<file path="config.mk">
export PLATFORM = sky130hd
export DESIGN_NAME = iq_stream_scheduler
export DESIGN_NICKNAME = d
export VERILOG_FILES = /design/src/rtl/iq_stream_scheduler.sv
export SDC_FILE = /design/constraint.sdc
export NUM_CORES = 1
export LEC_CHECK = 0
export BUFFER_PORTS_ARGS = -buffer_cell sky130_fd_sc_hd__buf_2
export CAP_MARGIN = 20
export CORE_ASPECT_RATIO = 1.1
export CORE_UTILIZATION = 53
export DETAILED_ROUTE_END_ITERATION = 6
export MAX_ROUTING_LAYER = met4
export PLACE_DENSITY = 0.8
export REMOVE_ABC_BUFFERS = 1
export SYNTH_ARGS = -nofsm -noshare
export SYNTH_HDL_FRONTEND = slang
export SYNTH_SLANG_ARGS = --single-unit
</file>
<file path="constraint.sdc">
create_clock -name clk -period 1.3 [get_ports clk]
set_input_delay 0.195 -clock clk [delete_from_list [all_inputs] [get_ports clk]]
set_output_delay 0.195 -clock clk [all_outputs]
set_load 0.03 [all_outputs]
</file>
<file path="src/rtl/iq_stream_scheduler.sv">
// Round-robin scheduler sharing one I/Q valid/ready port between NUM_SRC held sources,
// with a SLOT_GAP guard gap after each transfer. Define SCHED_FIXED_PRIO_EN to give source 0 fixed priority.
module iq_stream_scheduler #(
   parameter int unsigned NUM_SRC  = 2,
   parameter int unsigned DATA_W   = 24,
   parameter int unsigned SLOT_GAP = 4
) (
   input  logic                      clk,
   input  logic                      reset_n,
   input  logic [NUM_SRC-1:0]        src_strobe,
   input  logic [NUM_SRC*DATA_W-1:0] src_data_1,
   input  logic [NUM_SRC*DATA_W-1:0] src_data_2,
   output logic [DATA_W-1:0]         out_data_1,
   output logic [DATA_W-1:0]         out_data_2,
   output logic [1:0]                out_chan,
   output logic                      out_valid,
   input  logic                      out_ready,
   output logic [NUM_SRC-1:0]        overrun,
   input  logic                      overrun_clr,
   output logic                      busy
);

   typedef enum logic [1:0] {IDLE, ISSUE, GAP} state_t;

`ifdef SCHED_FIXED_PRIO_EN
   localparam logic [1:0]  RR_FIRST = 2'd1;
   localparam int unsigned RR_LOW   = 1;
`else
   localparam logic [1:0]  RR_FIRST = 2'd0;
   localparam int unsigned RR_LOW   = 0;
`endif
   localparam logic [3:0] GAP_INIT = 4'(SLOT_GAP);

   state_t               state_q, state_d;
   logic [NUM_SRC-1:0]   pending_q, pending_d;
   logic [DATA_W-1:0]    hold_1_q [NUM_SRC];
   logic [DATA_W-1:0]    hold_1_d [NUM_SRC];
   logic [DATA_W-1:0]    hold_2_q [NUM_SRC];
   logic [DATA_W-1:0]    hold_2_d [NUM_SRC];
   logic [1:0]           rr_ptr_q, rr_ptr_d;
   logic [3:0]           gap_cnt_q, gap_cnt_d;
   logic [DATA_W-1:0]    out_data_1_q, out_data_1_d;
   logic [DATA_W-1:0]    out_data_2_q, out_data_2_d;
   logic [1:0]           out_chan_q, out_chan_d;
   logic                 out_valid_q, out_valid_d;
   logic [NUM_SRC-1:0]   overrun_q, overrun_d;
   logic                 busy_q, busy_d;

   logic                 grant_found;
   logic [1:0]           grant_idx;
   logic [NUM_SRC-1:0]   grant_oh;
   logic [1:0]           rr_next;
   logic                 granting;

   // Two-pass search: indices at/after rr_ptr first, then the wrapped-around ones below it.
   always_comb begin
      grant_found = 1'b0;
      grant_idx   = '0;
`ifdef SCHED_FIXED_PRIO_EN
      if (pending_q[0]) begin
         grant_found = 1'b1;
      end
`endif
      for (int unsigned k = RR_LOW; k < NUM_SRC; k++) begin
         if (!grant_found && pending_q[k] && (k >= 32'(rr_ptr_q))) begin
            grant_found = 1'b1;
            grant_idx   = 2'(k);
         end
      end
      for (int unsigned k = RR_LOW; k < NUM_SRC; k++) begin
         if (!grant_found && pending_q[k] && (k < 32'(rr_ptr_q))) begin
            grant_found = 1'b1;
            grant_idx   = 2'(k);
         end
      end
      grant_oh = '0;
      for (int unsigned k = 0; k < NUM_SRC; k++) begin
         grant_oh[k] = grant_found && (32'(grant_idx) == k);
      end
      if (32'(grant_idx) == NUM_SRC - 1) begin
         rr_next = RR_FIRST;
      end else begin
         rr_next = grant_idx + 2'd1;
      end
`ifdef SCHED_FIXED_PRIO_EN
      if (grant_idx == 2'd0) begin
         rr_next = rr_ptr_q;
      end
`endif
   end

   always_comb begin
      state_d      = state_q;
      pending_d    = pending_q;
      hold_1_d     = hold_1_q;
      hold_2_d     = hold_2_q;
      rr_ptr_d     = rr_ptr_q;
      gap_cnt_d    = gap_cnt_q;
      out_data_1_d = out_data_1_q;
      out_data_2_d = out_data_2_q;
      out_chan_d   = out_chan_q;
      out_valid_d  = out_valid_q;
      overrun_d    = overrun_clr ? '0 : overrun_q;
      granting     = 1'b0;

      case (state_q)
         IDLE: begin
            if (grant_found) begin
               granting    = 1'b1;
               out_chan_d  = grant_idx;
               out_valid_d = 1'b1;
               rr_ptr_d    = rr_next;
               state_d     = ISSUE;
               for (int unsigned k = 0; k < NUM_SRC; k++) begin
                  if (grant_oh[k]) begin
                     out_data_1_d = hold_1_q[k];
                     out_data_2_d = hold_2_q[k];
                     pending_d[k] = 1'b0;
                  end
               end
            end
         end
         ISSUE: begin
            if (out_ready) begin
               out_valid_d = 1'b0;
               gap_cnt_d   = GAP_INIT;
               state_d     = GAP;
            end
         end
         GAP: begin
            if (gap_cnt_q == 4'd1) begin
               gap_cnt_d = '0;
               state_d   = IDLE;
            end else begin
               gap_cnt_d = gap_cnt_q - 4'd1;
            end
         end
         default: state_d = IDLE;
      endcase

      // A strobe on the source's own grant edge refills the register without counting as overrun.
      for (int unsigned k = 0; k < NUM_SRC; k++) begin
         if (src_strobe[k]) begin
            if (pending_q[k] && !(granting && grant_oh[k])) begin
               overrun_d[k] = 1'b1;
            end
            hold_1_d[k]  = src_data_1[k*DATA_W +: DATA_W];
            hold_2_d[k]  = src_data_2[k*DATA_W +: DATA_W];
            pending_d[k] = 1'b1;
         end
      end

      busy_d = (state_d != IDLE);
   end

   always_ff @(posedge clk) begin
      if (!reset_n) begin
         state_q      <= IDLE;
         pending_q    <= '0;
         rr_ptr_q     <= RR_FIRST;
         gap_cnt_q    <= '0;
         out_data_1_q <= '0;
         out_data_2_q <= '0;
         out_chan_q   <= '0;
         out_valid_q  <= 1'b0;
         overrun_q    <= '0;
         busy_q       <= 1'b0;
         for (int unsigned k = 0; k < NUM_SRC; k++) begin
            hold_1_q[k] <= '0;
            hold_2_q[k] <= '0;
         end
      end else begin
         state_q      <= state_d;
         pending_q    <= pending_d;
         rr_ptr_q     <= rr_ptr_d;
         gap_cnt_q    <= gap_cnt_d;
         out_data_1_q <= out_data_1_d;
         out_data_2_q <= out_data_2_d;
         out_chan_q   <= out_chan_d;
         out_valid_q  <= out_valid_d;
         overrun_q    <= overrun_d;
         busy_q       <= busy_d;
         hold_1_q     <= hold_1_d;
         hold_2_q     <= hold_2_d;
      end
   end

   assign out_data_1 = out_data_1_q;
   assign out_data_2 = out_data_2_q;
   assign out_chan   = out_chan_q;
   assign out_valid  = out_valid_q;
   assign overrun    = overrun_q;
   assign busy       = busy_q;

endmodule

</file>
### Word-level counts from Yosys, hierarchy flattened

Cells that the tools add are included.

| word-level totals | value |
|---|---|
| bits in registers | 160 |
| bits of input ports | 102 |
| output and inout port bits | 54 |

| cells by class | value |
|---|---|
| $add $sub $neg | 2 |
| magnitude comparators | 4 |
| eq/ne operators | 6 |
| mux-type cells | 35 |
| reduce and logical (&&, ||, !) cells | 36 |

Operators by type and width:

| operator | count |
|---|---|
| 24-bit 2-to-1 mux | 4 |
| 2-bit nonzero test | 10 |
| 2-bit 2-to-1 mux | 9 |
| 1-bit 2-to-1 mux | 17 |
| 1-bit logical AND | 13 |
| 3-bit AND reduction | 4 |
| 4-bit 2-to-1 mux | 2 |
| 4-bit case mux with 2 select lines | 1 |
| 2-bit case mux with 3 select lines | 1 |
| 1-bit zero test | 5 |
| 2-bit by 1-bit == test with 1-bit output (second input constant) | 2 |
| 4-bit by 1-bit == test with 1-bit output (second input constant) | 1 |
| 1-bit by 2-bit greater-or-equal comparator with 1-bit output (first input constant) | 2 |
| 2-bit zero test | 2 |
| 1-bit by 2-bit less-than comparator with 1-bit output (first input constant) | 2 |
| 2-bit inequality test (second input constant) | 2 |
| 2-bit AND reduction | 2 |
| 4-bit by 1-bit subtractor with 4-bit output (second input constant) | 1 |
| 2-bit by 1-bit adder with 2-bit output (second input constant) | 1 |
| 2-bit == test (second input constant) | 1 |
| 1-bit case mux with 2 select lines | 1 |

### Logic depth before layout (Yosys ltp)

| logic depth | value |
|---|---|
| word-level depth | 22 |
| depth in mapped cells | 5 |
| gate-level depth less buffers | 5 |

### Worst setup path after synthesis

Ideal clock, no wire load.

| timing path | value |
|---|---|
| path type | register to register |
| start point | reg pending_q[1] |
| end point | reg overrun_q[0] (netlist: overrun[0]) |
| setup time | 0.115 ns |
| data arrival time | 1.093 ns |
| data required time | 1.185 ns |
| path slack | 0.091 ns |
| cell stages (with the launch flop) | 6 |
| path through | dfxtp_1 buf_2 a21boi_2 buf_2 a21boi_1 a31o_1 |

| on the way | value |
|---|---|
| cells in the longest elaborated chain, start to end | 18 |
| elaborated cells on any way between the ends | 23 |
| those cells by class | mux: 10; reduce/logical: 13 |

RTL lines:

| element | line | source |
|---|---|---|
| start, declared | 35 | `logic [NUM_SRC-1:0] pending_q, pending_d;` |
| start signal, assigned | 174 | `pending_q <= pending_d;` |
| 1-bit logical AND (2 in series) | 65 | `if (!grant_found && pending_q[k] && (k >= 32'(rr_ptr_q))) begin` |
| 1-bit 2-to-1 mux | 65 |  |
| 1-bit zero test | 71 | `if (!grant_found && pending_q[k] && (k < 32'(rr_ptr_q))) begin` |
| 1-bit logical AND (2 in series) | 71 |  |
| 1-bit 2-to-1 mux | 71 |  |
| 1-bit zero test | 71 |  |
| 1-bit logical AND (2 in series) | 71 |  |
| 1-bit 2-to-1 mux or 2-bit 2-to-1 mux (tied branches) | 71 |  |
| 1-bit 2-to-1 mux or 2-bit zero test (tied branches) | 108, 78 |  |
| 1-bit 2-to-1 mux or 1-bit logical AND (tied branches) | 106, 78 |  |
| 1-bit logical AND (*) | 144 | `if (pending_q[k] && !(granting && grant_oh[k])) begin` |
| 1-bit zero test (*) | 144 |  |
| 1-bit logical AND (*) | 144 |  |
| 1-bit 2-to-1 mux (*) | 144 |  |
| 1-bit 2-to-1 mux (*) | 143 | `if (src_strobe[k]) begin` |
| end signal, assigned | 181 | `overrun_q <= overrun_d;` |
| end, declared | 46 | `logic [NUM_SRC-1:0] overrun_q, overrun_d;` |

Mark *: on every way between the ends. The rest lies on a longest branch, timed or not.
A chain may end at the register's enable or synchronous reset.

### Final worst setup path

| timing path | value |
|---|---|
| start point | reg pending_q[1] |
| end point | reg out_data_1_q[9] (netlist: out_data_1[9]) |

| on the way | value |
|---|---|
| cells in the longest elaborated chain, start to end | 15 |
| elaborated cells on any way between the ends | 21 |
| those cells by class | eq/ne: 1; mux: 7; reduce/logical: 13 |

RTL lines:

| element | line | source |
|---|---|---|
| 1-bit logical AND (2 in series) | 65 |  |
| 1-bit 2-to-1 mux | 65 |  |
| 1-bit zero test | 71 |  |
| 1-bit logical AND (2 in series) | 71 |  |
| 1-bit 2-to-1 mux | 71 |  |
| 1-bit zero test | 71 |  |
| 1-bit logical AND (2 in series) | 71 |  |
| 2-bit 2-to-1 mux | 71 |  |
| 2-bit by 1-bit == test with 1-bit output or 2-bit zero test (tied branches) | 78 | `grant_oh[k] = grant_found && (32'(grant_idx) == k);` |
| 1-bit logical AND | 78 |  |
| 2-bit nonzero test (no line) | -- |  |
| 3-bit AND reduction (no line) | -- |  |
| end signal, assigned | 177 | `out_data_1_q <= out_data_1_d;` |
| end, declared | 42 | `logic [DATA_W-1:0] out_data_1_q, out_data_1_d;` |

Several ways; a longest one is shown, not always the timed one.

==> reports/qor.csv <==
metric,value,unit
Die Y,115.6,um
post-synthesis async set-or-reset flop share,0,%
DR WL/cell,17.60,um
post-synthesis xor/xnor area fraction,0,%
CTS tree,built,
DP HPWL,10580,um
IO buf count,154,
"Clk Latency, worst-skew pair",0.43,ns
Clock Skew,0.007136,ns
outcome,"finished, final reports clean",
final wirelength,17160,um
# setup viols final,0,
GR Util met3,6.637,%
post-synthesis mux area share,15.47,%
antenna violation net count after detailed routing,0,
crit-path max FO,22,
fin crit period,1.256,ns
final worst slack,0.04449,ns
met2 usage,48.33,%
mapped cell area,6213,um2
DRT iter0 DRCs,414,
Cell Pwr Density,1575,nW/um2
Startpoint Class,register,
DP Worst Slack,0.01974,ns
initial antenna violation count,0,
number of top-level pins,156,
R2R cell count,4,
DRT Pass-1 Iters,5,
largest net degree at the start of global routing,47,
critical setup path kind,register to register,
fin. max-slew vios,0,
Area Overhead vs Synth,31.15,%
end of the worst register-to-register path,out_data_1[9],
Peak supply drop,0.8298,mV
post-synthesis compound-gate area fraction,11.40,%
Num CTS Buffers,17,
drt drc,0,
"Most Used Layer, Global Route",met2,
vias in the first global route,5470,
number of enable flip-flop cells after synthesis,0,
post-synthesis sequential area ratio,50.91,%
Post-Place Cells,931,
Yosys top cell by area,dfxtp_1,
RSZ-0062 raised after global routing,true,
core area,11440,um2
hold path startpoint,src_data_2[23],
synth warn,0,
GRT Total Usage,29.41,%
max_cap viols,0,
Starting Density,54.31,%
crit end category,register,
GR met1 Demand/Resource,34.65,%
most frequent cells in the layout,"154 x dfxtp_1, 154 x buf_2, 96 x mux2i_1, 96 x nor2_1, 54 x o21ai_1",
leakage power,3.578,nW
Mapped Avg Cell Area,9.358,um2
hold depth,3,
Die Wd,105.2,um
Max Freq,0.7965,GHz
Yosys cell types,36,
Post-Synth Simple-Gate Area,16.41,%
htree depth,4,
Antenna diodes,0,
Critical Path RT,1.63,ns
commonest register cell after synthesis,dfxtp_1,
GR Overflow Total,0,
Worst R2R Start,pending_q[1],
clk buf depth,2,
"non-filler cells, final",975,
root buffer cell,clkbuf_16,
"Net count, final",916,
Fill cells,828,
#FFs+latches synth,158,
adder-cell share of the synthesized area,0.4027,%
Die ar.,12160,um2
Worst Hold Endpoint,hold_2_q[47],
clk slew on worst S/H paths,0.06,ns
Vias,5730,
R2R Setup Slk,0.04,ns
via/cell ratio,5.877,
# rows,41,
top cell type's share of synthesized area,50.91,%
Worst Hold Class,input pin to register,
post-synthesis cell count,664,
final hold vios,0,
"Period Utilization, post-route",96.58,%
first-pass GRT wire length,27100,um
share of cells above drive strength 1,27.76,%
largest family of logic cells by synthesized area,simple AND/OR/NAND/NOR gates,
synth top area cells,"dfxtp_1 51%, mux2i_1 15%, nor2_1 5.9%",
routability cong.,0.8270,
CP Data Arrival Time,1.59,ns
total clock sinks,158,
==> power by group <==
group          internal (W)  total (W)  switching, W
Sequential          0.00513    0.00531      0.000177
Combinational      0.000764    0.00190       0.00114
Clock               0.00370    0.00563       0.00193
==> flip-flops by register name, summed over array words and instances, names as in the netlist, 2 cells and up <==
register	cells
gap_cnt_q	4
hold_1_q	48
hold_2_q	48
out_data_1	24
out_data_2	24
overrun	2
pending_q	2
state_q	2
==> layer usage <==
layer	wire [um]	up-vias
li1	-	2684
met5	0	-
met2	8590	287
met4	483	0
met1	6893	2712
met3	1190	47
==> cell families after synthesis <==
family | Yosys count
multiplexers | 96
AND/OR/NAND/NOR | 212
other | 1
buffers and inverters | 72
AO/OA/AOI/OAI | 123
flip-flops | 158
adder cells (fa/ha/maj) | 2
==> worst max-delay path by stage <==
| stage | cells past startpoint | end | start |
|---|---|---|---|
| floorplan | 3 | out_chan[0] | pending_q[1] |
| global placement | 4 | out_data_1[7] | state_q[1] |
| detailed placement | 4 | out_data_1[8] | state_q[1] |
| CTS | 4 | out_data_2[8] | rr_ptr_q[0] |
| global route | 5 | gap_cnt_q[1] | state_q[1] |
| finish | 4 | out_data_1[9] | pending_q[1] |
==> synthesized netlist by cell type, types with 2 or more instances <==
cell / n
nand4_1: 48
a31oi_1: 50
o211ai_1: 2
buf_1: 5
o21ai_1: 54
buf_2: 41
nor2_1: 97
nor2b_1: 2
nand2b_1: 5
clkbuf_1: 19
ha_1: 2
a21oi_1: 9
inv_1: 4
nand2_1: 2
dfxtp_1: 158
mux2i_1: 96
nand3_1: 51
==> metrics by stage <==
| step | utilization [%] | total power [W] | instance area (um2) | setup TNS [ns] | hold slack, ns |
|---|---|---|---|---|---|
| floorplan | - | 0.006273 | 5899 | -125.21 | 0.3127 |
| global placement | 63.79 | 0.007084 | 7297 | 0 | 0.4273 |
| detailed placement | 63.79 | 0.007150 | 7297 | 0 | 0.4366 |
| CTS | 70.57 | 0.01278 | 8073 | 0 | 0.00002978 |
| global route | 71.23 | 0.01330 | 8149 | -0.01241 | 0.006633 |
| finish | 71.23 | 0.01284 | 8149 | 0 | 0.008813 |
==> timing repair <==
| action | CTS | global route |
|---|---|---|
| buffers inserted | 0 | 2 |
| endpoints found under the setup margin | 5 | 24 |
| hold endpoints to repair | 9 | 0 |
| hold buffers | 9 | 0 |
| resized for setup | 4 | 7 |
| pin swaps | 0 | 3 |
| gates cloned | 0 | 1 |
==> final cells by class <==
type,count,area (um2),area share [%]
inverters,5,21.27,0.2610
multi-input cells,434,2748,33.72
clock inverters,11,211.5,2.595
flip-flops and latches,158,3168,38.88
clock buffers,21,460.4,5.650
well taps,150,187.7,2.303
repair buffers,196,1353,16.60
==> worst max-delay path, cell delays in order (launching register included) <==
cell and delay [ns]:
dfxtp_2 0.38, a21boi_4 0.27, buf_12 0.21, nand3_1 0.09
a31oi_1 0.21
Power figures use the tool's default switching activity.
